<file path="config.mk">
export PLATFORM = sky130hd
export DESIGN_NAME = peripheral_interrupt_trap_bridge
export DESIGN_NICKNAME = d
export VERILOG_FILES = /design/src/rtl/peripheral_interrupt_trap_bridge.sv
export SDC_FILE = /design/constraint.sdc
export NUM_CORES = 1
export LEC_CHECK = 0
export BUFFER_PORTS_ARGS = -buffer_cell sky130_fd_sc_hd__buf_2
export CORE_UTILIZATION = 43
export CTS_CLUSTER_DIAMETER = 150
export DETAILED_ROUTE_END_ITERATION = 10
export PLACE_DENSITY_LB_ADDON = 0.25
export SYNTH_ARGS = -nofsm -noshare
export SYNTH_HDL_FRONTEND = slang
export SYNTH_SLANG_ARGS = --single-unit
</file>
<file path="constraint.sdc">
create_clock -name clk -period 1.6 [get_ports clk]
set_input_delay 0.32 -clock clk [delete_from_list [all_inputs] [get_ports clk]]
set_output_delay 0.32 -clock clk [all_outputs]
set_load 0.01 [all_outputs]
</file>
<file path="src/rtl/peripheral_interrupt_trap_bridge.sv">
// Bridges the peripheral interrupt queue to the core trap logic: takes one cause,
// holds it as a trap request until acknowledged, then blocks until mret plus a holdoff.
module peripheral_interrupt_trap_bridge #(
  parameter int HOLDOFF_CYCLES = 2,
  parameter int CNT_W          = 16
) (
  input  logic             clk,
  input  logic             reset,
  input  logic             p_int,
  input  logic [31:0]      p_mcause,
  output logic             p_int_read,
  output logic             csr_busy,
  input  logic             mie_global,
  input  logic             meie,
  input  logic             other_trap_pending,
  output logic             core_intr_req,
  output logic [31:0]      core_intr_cause,
  input  logic             core_intr_ack,
  input  logic             mret,
  output logic [CNT_W-1:0] taken_count
);

  typedef enum logic [1:0] {IDLE, REQUEST, IN_HANDLER, HOLDOFF} state_t;

  localparam int HW = (HOLDOFF_CYCLES < 2) ? 1 : $clog2(HOLDOFF_CYCLES + 1);
  localparam logic [HW-1:0] HOLD_LOAD = HW'(HOLDOFF_CYCLES);

  state_t        state;
  logic [HW-1:0] hold_cnt;
  logic          accept;

  function automatic logic [CNT_W-1:0] sat_inc(input logic [CNT_W-1:0] v);
    return (&v) ? v : v + CNT_W'(1);
  endfunction

  always_comb begin
    csr_busy = 1'b1;
    if (state == IDLE)
      csr_busy = other_trap_pending | ~mie_global | ~meie;
  end

  // The dequeue pulse is same-cycle; masking with reset keeps a cause from being
  // consumed on a cycle whose capture the reset would discard.
  assign accept     = (state == IDLE) & p_int & ~csr_busy & ~reset;
  assign p_int_read = accept;

  always_ff @(posedge clk) begin
    if (reset) begin
      state           <= IDLE;
      hold_cnt        <= '0;
      core_intr_req   <= 1'b0;
      core_intr_cause <= '0;
      taken_count     <= '0;
    end else begin
      case (state)
        IDLE: begin
          if (accept) begin
            state           <= REQUEST;
            core_intr_req   <= 1'b1;
            core_intr_cause <= p_mcause | 32'h8000_0000;
          end
        end
        REQUEST: begin
          // Enable changes cannot cancel here: the cause has already left the queue.
          if (core_intr_ack) begin
            state         <= IN_HANDLER;
            core_intr_req <= 1'b0;
            taken_count   <= sat_inc(taken_count);
          end
        end
        IN_HANDLER: begin
          if (mret) begin
            if (HOLDOFF_CYCLES == 0) begin
              state <= IDLE;
            end else begin
              state    <= HOLDOFF;
              hold_cnt <= HOLD_LOAD;
            end
          end
        end
        HOLDOFF: begin
          hold_cnt <= hold_cnt - HW'(1);
          if (hold_cnt <= HW'(1))
            state <= IDLE;
        end
        default: state <= IDLE;
      endcase
    end
  end

endmodule

</file>
Word level (Yosys, flattened, before mapping)
Cells that the tools add are included.
W data, S select, Z words.
{ "classes": {"addsub": 2, "n_mul": 0, "bitwise_logic": 10, "order_cmp": 1, "div_mod_pow": 0, "n_shift": 0, "n_reduce_logical": 9, "eq_ne": 7, "n_mux": 11} }
{ "op_table": {"columns": ["operator", "n"], "rows": [
  ["$add A16 B1 Y16 const B", 1],
  ["$reduce_and A16 Y1", 1],
  ["$mux W2", 5],
  ["$ne A2 B2 Y1 const B", 4],
  ["$pmux W2 S4", 1],
  ["$reduce_and A3 Y1", 2],
  ["$not A1 Y1", 5],
  ["$eq A2 B2 Y1 const B", 2],
  ["$pmux W2 S2", 1],
  ["$reduce_and A2 Y1", 2],
  ["$reduce_and A4 Y1", 1],
  ["$reduce_bool A2 Y1", 2],
  ["$and A1 B1 Y1", 3],
  ["$mux W1", 3],
  ["$eq A2 B1 Y1 const B", 1],
  ["$le A2 B1 Y1 const B", 1],
  ["$logic_not A2 Y1", 1],
  ["$or A1 B1 Y1", 2],
  ["$pmux W1 S2", 1],
  ["$sub A2 B1 Y2 const B", 1]
]} }
{ "word_totals": {"wordCells": 45, "latch_bits": 0, "output_inout_bits": 51, "rom_bits": 0, "mem_bits_rw": 0, "ff_bits": 53, "in_bits": 40, "memories": 0} }

Depth between registers and ports, before layout
Gate-level depths: netlist (run 1).
{ "logic_depth": {"depth_word": 9, "depth_mapped": 8, "ltp_nobuf": 6} }

Least setup slack after synthesis (run 1)
No wires, ideal clock.
{ "synth_path": {"path_kind": "register -> register", "start": "register taken_count[0]", "end": "register taken_count[1]", "synth_period_minus_slack_ns": 1.724, "n_path_buf": 1, "setup_time_ns": 0.115, "arrival_time_ns": 1.609, "required_ns": 1.485, "path_stages_with_launch": 7, "setup_slack_ns": -0.124, "path_cell_list": "dfxtp_1 -> ha_1 -> nand4_1 -> nor4_4 -> buf_6 -> nor3b_1 -> o21ba_1"} }
{ "synth_between": {"elab_chain_len": 3, "elab_cells_between_ends": 4, "cone_classes": "add/sub: 1; bitwise: 1; reduce/logical: 2"} }
{ "synth_rtl": {"columns": ["item", "line_no", "text"], "rows": [
  ["from (decl)", "20", "output logic [CNT_W-1:0] taken_count"],
  ["from (signal assigned)", "68", "taken_count <= sat_inc(taken_count);"],
  ["branches (longest 3 deep; another with $add A16 B1 Y16)", null, null]
]} }
Parallel ways; which one is timed is not known.
A chain may end at the register's enable or synchronous reset.

Final worst setup path (run 1)
{ "layout_path": {"start": "register state[0]", "end": "output port p_int_read"} }
{ "layout_between": {"elab_chain_len": 5, "elab_cells_between_ends": 6, "cone_classes": "mux: 1; bitwise: 4; reduce/logical: 1"} }
{ "layout_rtl": {"columns": ["item", "line_no", "text"], "rows": [
  ["from (decl)", "28", "state_t state;"],
  ["from (signal assigned)", "49", "state <= IDLE;"],
  ["from (signal assigned)", "58", "state <= REQUEST;"],
  ["from (signal assigned)", "66", "state <= IN_HANDLER;"],
  ["$logic_not A2 Y1 (*)", "38, 44", null],
  ["$mux W1", "38", "if (state == IDLE)"],
  ["$not A1 Y1", "44", "assign accept = (state == IDLE) & p_int & ~csr_busy & ~reset;"],
  ["$and A1 B1 Y1 (*) (2 in a row)", "44", null],
  ["to (decl)", "11", "output logic p_int_read,"]
]} }
Mark *: on every way between the ends. The rest lies on a longest branch, timed or not.

==> results.toml, run 1 <==
[status]
outcome = "complete, but fails checks"
violations = "setup timing"

[floorplan]
pin_count = 91
die-area_mm2 = 0.005669
die_w_um = 75.29
initial_core_util = 0.4494
die_h_um = 75.29
row_count = 26
coreArea_mm2 = 0.005140

[routing]
vias = 2319
ant_nets = 0
drt_iter0_markers = 64
wl_um = 5566
dr.pass1.iters = 4
remaining_drc_errors = 0
wire_per_inst_um = 12.18
via_per_inst = 5.074

[global_route]
grt_use_total = 0.1915
grt_max_degree = 25
grt_pass1_vias = 2022
grt_pass1_wl_um = 8487
grt_overflow_total = 0
antenna_found_initial = 0

[pwr]
p_leak_nw = 1.387
comb_power_share = 0.188
p_sw_frac = 0.2813
p_seq_frac = 0.522
max-vdd-ir-drop_v = 0.0005302
intPower_w = 0.001947
powerDensity_mw_per_mm2 = 845.4
switchingPower_w = 0.0007619
clockPowerShare = 0.290

[clock_network]
clkTransAtPathRegs_ps = 110
cts_inserted_buffers = 5
clk_latency_ps = 310
clock_sinks = 53
cts_tree = "built"
cts-root-buf = "clkbuf_8"
hold_buffers = 0
clock_path_buffers = 2
cts_max_level = 2

[finish]
fillers = 475
utilization = 0.6234
final_layout_size_suffix_gt1_frac = 0.3979
final_cell_area_mm2 = 0.003204
diodes = 0
fin_nets = 433
area_delta_synth_final_pct = 38.73

[yosys]
yosysWarnings = 0
ys_ff_latch = 53
syn_area_mm2 = 0.002310
synthTopCellsByArea = "dfxtp_1, nand2_1, a21oi_1"
syn_nets = 322
postSynthAreaPerCell_um2 = 8.399
yosysTopAreaCell = "dfxtp_1"
synthSimpleGateAreaFrac = 0.2633
synth.area.mux_share = 0
synth_top_family_by_area = "simple AND/OR/NAND/NOR gates"
synth.distinct_cells = 40
synth_sequential_area_ratio = 0.4594
synthAdderAreaFrac = 0.03792
synth-xor-area-share = 0
synth_top_area_share = 0.4594
synthCells = 275
synth_compound_area_frac = 0.1863

[timing]
timing.final.crit_period_ps = 1736
report.final.slew_viol_count = 0
hold_viol = 0
tightestPinTransition_ps = 520.6
fin_skew_ps = 9.855
fmax_ghz = 0.5759
finalWorstSetupSlack_ps = -136.3
maxSlewHeadroom = 0.6498
setup-violations-final = 12
rsz0062_at_grt = "yes"
timing.final.crit_share = 1.085

[placement]
place_ws_ps = -92.61
io_buffers = 89
dp_hpwl_um = 3951
gp_congestion = 0.7394
placed_area_mm2 = 0.002987

[run]
drv_cap = 0

[setup_path]
path_class = "reg2out"
crit_chain = "inv_2 > ha_4 > and4b_1 > buf_6 > nand2_4 > nor2_4 > buf_6"
start_kind = "flip-flop"
critPathBufInv = 3
cp.arrival_ps = 1420
cp_common_cell = "buf_6"
critPathRequiredTime_ps = 1280
cp_top_family = "flip-flops"
cpMaxStageDelayCell = "dfxtp_2"
max_stage_delay_ps = 340
critPathMaxFanout = 3
end_kind = "primary output"

[min_path]
hp-class = "in2reg"
==> layout make-up <==
| type | count | area (um^2) | area share |
|---|---|---|---|
| clock buffer | 5 | 68.82 | 0.02148 |
| timing repair buffer | 119 | 732.0 | 0.2284 |
| tap | 70 | 87.58 | 0.02733 |
| multi-input combinational | 198 | 1189 | 0.3709 |
| inverter | 9 | 36.28 | 0.01132 |
| sequential | 53 | 1066 | 0.3327 |
| clock inverter | 3 | 25.02 | 0.007809 |
==> power by group through the flow <==
stage                     logic [W]  clock network [W]  registers, W
final                      0.000510           0.000785       0.00141
after floorplan            0.000205                  0       0.00146
after detailed placement   0.000438                  0       0.00144
after global placement     0.000426                  0       0.00143
after global routing       0.000568           0.000854       0.00142
after CTS                  0.000493           0.000807       0.00141
==> repair_timing <==
action / 4_1_cts / 5_1_grt
pin swaps: 3 / 0
endpoints found under the setup margin: 45 / 50
setup buffers: 4 / 1
resized for setup: 14 / 10
==> stage by stage <==
step                      hold slack (ps)  TNS [ps]  total power (W)  cells
after global routing                230.0     -2390         0.002841    457
after floorplan                     444.4    -7.508         0.001665    275
after detailed placement            443.5     -1079         0.001874    444
after global placement              439.0    -272.3         0.001860    444
after CTS                           225.3    -823.8         0.002711    456
final                               231.3    -788.7         0.002709    457
==> metal layers <==
| layer | global-route usage | vias to the layer above | part of all wire |
|---|---|---|---|
| li1 | - | 1186 | - |
| met1 | 0.2199 | 1073 | 0.43 |
| met2 | 0.3532 | 52 | 0.51 |
| met3 | 0.04101 | 8 | 0.046 |
| met4 | 0.06173 | 0 | 0.012 |
| met5 | 0 | - | 0 |
==> worst register-to-register path, delay by kind of cell, from the launching register on <==
family | cells | cell delay [ps]
simple gates | 3 | 870
flops | 1 | 360
fa+ha+maj | 1 | 180
buf+inv | 1 | 110
compound gates | 1 | 150
==> path summary, 6_finish.rpt <==
check | from | end | slack [ps] | cells after the start
max | state[0] | p_int_read | -140 | 7
min | p_mcause[10] | core_intr_cause[10] | 230 | 3
max reg2reg | state[0] | taken_count[15] | -130 | 6
min reg2reg | core_intr_cause[4] | core_intr_cause[4] | 460 | 2
==> synthesized netlist by cell type <==
master         count
and4b_1            1
a21boi_0           1
and4_1             2
nand2_1           72
nor2_1             5
nor3_1             1
nand4_2            1
o21bai_1           1
o41ai_1            1
and2_1             1
or4_1             10
a211oi_1           1
nand2b_1           1
o31ai_1           11
o21ai_1            1
nand3_2            1
ha_1               7
nand3_1            4
or3_1              5
inv_1              9
o21ai_0            7
and4_4             1
o21a_1             1
o21ba_1            1
a21oi_1           50
and3_2             1
dlygate4sd1_1      2
buf_6              1
or3_2              1
or3b_2             1
nor3b_1            1
nand4_4            2
clkbuf_8           1
clkbuf_1           7
nor4_4             1
or2_2              1
nand4_1            2
o221ai_1           1
dfxtp_1           53
buf_2              4
==> sequential cells by signal, indices dropped and copies added (netlist names) <==
signal	cells
state	2
hold_cnt	2
taken_count	16
core_intr_cause	32
core_intr_req	1
==> cells in the final DEF (no fill, tap or decap), types with 2 or more instances in the layout <==
cell type and instances:
dfxtp_1 49, o31ai_1 11, ha_4 2, nand2_1 70
or3_1 5, nand3_1 4, ha_1 5, nor2_1 4
buf_12 3, clkbuf_8 5, a21oi_1 49, buf_2 87
buf_4 24, or4_1 10, nand4_1 2, inv_1 7
o21ai_0 7, nand4_4 2, dfxtp_2 4, buf_6 5
and4_4 3
==> cells by family after synthesis <==
family          after synthesis
fa+ha+maj                     7
compound gates               76
simple gates                115
flops                        53
buf+inv                      24
Note: power is estimated with default switching activity, not from simulation.
==> inputs of run 2 (changes only) <==
--- a/config.mk
+++ b/config.mk
@@ -7,6 +7,7 @@
 export LEC_CHECK = 0
 export BUFFER_PORTS_ARGS = -buffer_cell sky130_fd_sc_hd__buf_2
 export CORE_UTILIZATION = 43
+export CTS_BUF_LIST = sky130_fd_sc_hd__clkbuf_16
 export CTS_CLUSTER_DIAMETER = 150
 export DETAILED_ROUTE_END_ITERATION = 10
 export PLACE_DENSITY_LB_ADDON = 0.25
==> results.toml, run 2 (synthesis results as in run 1) <==
[setup_path]
critPathRequiredTime_ps = 1770
cp.arrival_ps = 1890
end_kind = "flip-flop"
critPathMaxFanout = 5
start_kind = "flip-flop"
path_class = "reg2reg"

[timing]
maxSlewHeadroom = 0.6621
hold_viol = 0
timing.final.crit_share = 1.072
setup-violations-final = 10
fmax_ghz = 0.5832
fin_skew_ps = 6.564
finalWorstSetupSlack_ps = -114.7
tightestPinTransition_ps = 502.3
timing.final.crit_period_ps = 1715
finalSetupTns_ps = -634.2
report.final.slew_viol_count = 0
rsz0062_at_grt = "yes"

[finish]
final_layout_size_suffix_gt1_frac = 0.4319
layout.cells.non_filler = 459
layout_commonest_cell = "buf_2"
largest_reg_flops = 32
regMostFlops = "core_intr_cause"
mostFrequentLayoutCells = "buf_2, nand2_1, dfxtp_1"
reg_top3 = "core_intr_cause (32), taken_count (16)"
fin_nets = 435
area_delta_synth_final_pct = 44.04
diodes = 0

[clock_network]
cts_inserted_buffers = 5
cts-root-buf = "clkbuf_16"
clkTransAtPathRegs_ps = 70
clk_latency_ps = 290
cts_max_level = 2
clock_sinks = 53
clock_path_buffers = 2
cts_tree = "built"

[floorplan]
initial_core_util = 0.4494
die-area_mm2 = 0.005669
coreArea_mm2 = 0.005140
die_w_um = 75.29
row_count = 26
pin_count = 91
die_h_um = 75.29

[global_route]
grt_max_degree = 25
grt_pass1_vias = 2013
grt_overflow_total = 0
grt_use_total = 0.1929
antenna_found_initial = 0
grt_pass1_wl_um = 8459

[placement]
place_ws_ps = -92.61
gp_congestion = 0.7394
io_buffers = 89
dp_hpwl_um = 3951
placed_cells = 444

[routing]
dr.pass1.iters = 4
remaining_drc_errors = 0
wl_um = 5699
drt_iter0_markers = 64
ant_nets = 0
wire_per_inst_um = 12.42
vias = 2347
via_per_inst = 5.113

[pwr]
max-vdd-ir-drop_v = 0.0006239
p_leak_nw = 1.431
powerDensity_mw_per_mm2 = 907.6

[run]
drv_cap = 0

[status]
outcome = "complete, but fails checks"
violations = "setup timing"

[min_path]
hp-class = "in2reg"
-- run 2: power breakdown --
| group | switching [W] | total (W) | internal (W) |
|---|---|---|---|
| logic | 0.000262 | 0.000518 | 0.000256 |
| clock network | 0.000500 | 0.00109 | 0.000589 |
| registers | 0.0000341 | 0.00141 | 0.00138 |
-- run 2: routing by layer --
metal	vias to the layer above	part of all wire	global-route usage	routed length, um
met4	0	0.0063	0.05556	36
met3	4	0.053	0.05688	304
met5	-	0	0	0
met1	1077	0.43	0.2224	2428
met2	75	0.51	0.3462	2930
li1	1191	-	-	-
-- run 2: layout make-up --
class	count	area, um^2
multi-input combinational	198	1235
timing repair buffer	121	750.7
tap	70	87.58
sequential	53	1067
fill	457	1813
clock buffer	5	125.1
clock inverter	3	25.02
inverter	9	36.28
-- run 2: worst paths after layout --
check | from | to | slack [ps] | cells past startpoint
worst max register to register | state[0] | taken_count[15] | -110 | 6
worst max-delay path | state[0] | taken_count[15] | -110 | 6
worst min-delay path | p_mcause[10] | core_intr_cause[10] | 260 | 3
worst min register to register | core_intr_cause[10] | core_intr_cause[10] | 450 | 2
-- run 2: worst max-delay path: stages (launching register included) --
cell     delay [ps]
dfxtp_2         340
buf_4           110
ha_2            190
and4_4          260
nand4_4         100
o41ai_1         490
a21oi_2         100
-- run 2: repair_timing --
| action | 4_1_cts | 5_1_grt |
|---|---|---|
| pin swaps | 3 | 9 |
| hold buffers | 0 | 0 |
| setup endpoints to repair | 45 | 51 |
| resized for setup | 13 | 25 |
| buffers inserted | 4 | 3 |
-- run 2: metrics by stage --
stage | hold WS (ps) | utilization | total power, W | cell area (um^2)
2_1_floorplan | 444.4 | - | 0.001665 | 2318
3_3_place_gp | 439.0 | 0.5811 | 0.001860 | 2987
3_5_place_dp | 443.5 | 0.5811 | 0.001874 | 2987
4_1_cts | 252.7 | 0.6241 | 0.003018 | 3208
5_1_grt | 257.3 | 0.6473 | 0.003162 | 3327
6_report | 256.8 | 0.6473 | 0.003019 | 3327
==> inputs of run 3 (changes only) <==
--- a/config.mk
+++ b/config.mk
@@ -6,11 +6,12 @@
 export NUM_CORES = 1
 export LEC_CHECK = 0
 export BUFFER_PORTS_ARGS = -buffer_cell sky130_fd_sc_hd__buf_2
+export CORE_MARGIN = 3
 export CORE_UTILIZATION = 43
 export CTS_BUF_LIST = sky130_fd_sc_hd__clkbuf_16
 export CTS_CLUSTER_DIAMETER = 150
 export DETAILED_ROUTE_END_ITERATION = 10
-export PLACE_DENSITY_LB_ADDON = 0.25
+export PLACE_DENSITY_LB_ADDON = 0.08
 export SYNTH_ARGS = -nofsm -noshare
 export SYNTH_HDL_FRONTEND = slang
 export SYNTH_SLANG_ARGS = --single-unit
==> results.toml, run 3 (synthesis results as in run 1) <==
[floorplan]
initial_core_util = 0.4494
pin_count = 91
row_count = 26
die-area_mm2 = 0.006287
die_h_um = 79.29
coreArea_mm2 = 0.005140
die_w_um = 79.29

[routing]
drt_iter0_markers = 111
wl_um = 6532
ant_nets = 0
wire_per_inst_um = 13.90
dr.pass1.iters = 4
remaining_drc_errors = 0
via_per_inst = 5.211
vias = 2449

[timing]
timing.final.crit_period_ps = 1699
timing.final.crit_share = 1.062
holdWs_ps = 253.4
fmax_ghz = 0.5885
fin_skew_ps = 3.432
rsz0062_at_grt = "yes"
setup-violations-final = 33
report.final.slew_viol_count = 0
finalWorstSetupSlack_ps = -99.27
maxSlewHeadroom = 0.7521
tightestPinTransition_ps = 371.8
hold_viol = 0

[setup_path]
end_kind = "primary output"
start_kind = "flip-flop"
path_class = "reg2out"
rrSetupSlack_ps = -90
cp.arrival_ps = 1380
critPathRequiredTime_ps = 1280
critPathMaxFanout = 3

[clock_network]
cts-root-buf = "clkbuf_16"
clock_sinks = 53
cts_max_level = 2
hold_buffers = 0
clock_path_buffers = 2
clkTransAtPathRegs_ps = 70
cts_tree = "built"
clk_latency_ps = 290
cts_inserted_buffers = 5

[global_route]
grt_overflow_total = 0
grt_max_degree = 32
grt_use_total = 0.1856
antenna_found_initial = 0
grt_pass1_vias = 2134
grt_pass1_wl_um = 9335

[finish]
fin_nets = 446
seqCellArea_mm2 = 0.001066
mostFrequentLayoutCells = "buf_2, nand2_1, dfxtp_1"
area_delta_synth_final_pct = 54.28
multi_input_area_mm2 = 0.001320
largest_reg_flops = 32
fillers = 430
reg_top3 = "core_intr_cause (32), taken_count (16)"
layout_commonest_cell = "buf_2"
regMostFlops = "core_intr_cause"
diodes = 0
final_layout_size_suffix_gt1_frac = 0.4850

[placement]
gp_congestion = 0.7612
place_ws_ps = -105.6
dp_hpwl_um = 3962
io_buffers = 89

[status]
violations = "setup timing"
outcome = "complete, but fails checks"

[pwr]
powerDensity_mw_per_mm2 = 919.2
max-vdd-ir-drop_v = 0.0006880
p_leak_nw = 1.540

[run]
drv_cap = 0

[min_path]
hp-class = "in2reg"
## run 3: changes by cell type in the layout (fill, tap and decap cells not counted), sizes merged
cell    change
clkbuf      +3
bufinv      +1
buf         +8
inv         -1
## run 3: layer usage
| metal | GRT usage | vias to the layer above | part of all wire |
|---|---|---|---|
| li1 | - | 1206 | - |
| met1 | 0.2122 | 1151 | 0.40 |
| met2 | 0.3215 | 77 | 0.50 |
| met3 | 0.06463 | 15 | 0.070 |
| met4 | 0.06186 | 0 | 0.026 |
| met5 | 0 | - | 0 |
## run 3: layout make-up
cell class | count | area share
repair buffers | 132 | 0.2489
multi-input cells | 198 | 0.3704
well taps | 70 | 0.02458
inverters | 9 | 0.01018
flip-flops and latches | 53 | 0.2992
clock inverters | 3 | 0.01159
clock buffers | 5 | 0.03511
## run 3: what timing repair did
item                                    4_1_cts  5_1_grt
endpoints found under the setup margin       13       51
pin swaps                                     6       17
setup buffers                                 6        5
resized for setup                            25       44
gates cloned                                  0        4
## run 3: final timing paths
kind / cells after the start / endpoint / start
max reg2reg: 6 / taken_count[11] / state[0]
min: 3 / core_intr_cause[30] / p_mcause[30]
max: 6 / p_int_read / state[1]
min reg2reg: 2 / core_intr_cause[8] / core_intr_cause[8]
## run 3: through the flow
step / std cells / total power, W / TNS [ps] / util / area (um^2)
CTS: 461 / 0.003159 / -487.9 / 0.6366 / 3272
detailed placement: 447 / 0.001858 / -330.0 / 0.5806 / 2984
finish: 470 / 0.003275 / -1296 / 0.6933 / 3563
global route: 470 / 0.003405 / -4963 / 0.6933 / 3563
global placement: 447 / 0.001851 / -175.2 / 0.5806 / 2984
floorplan: 275 / 0.001665 / -7.508 / - / 2318
## run 3: worst max-delay path, cell delays in order, from the launching register on
cell	delay (ps)
dfxtp_2	340
inv_4	80
ha_4	130
and4b_1	220
nand2_2	80
nor2_4	120
buf_6	120
## run 3: where the power goes
group	total (W)	internal (W)	switching, W
Clock	0.00122	0.000733	0.000484
Combinational	0.000642	0.000332	0.000310
Sequential	0.00142	0.00138	0.0000376
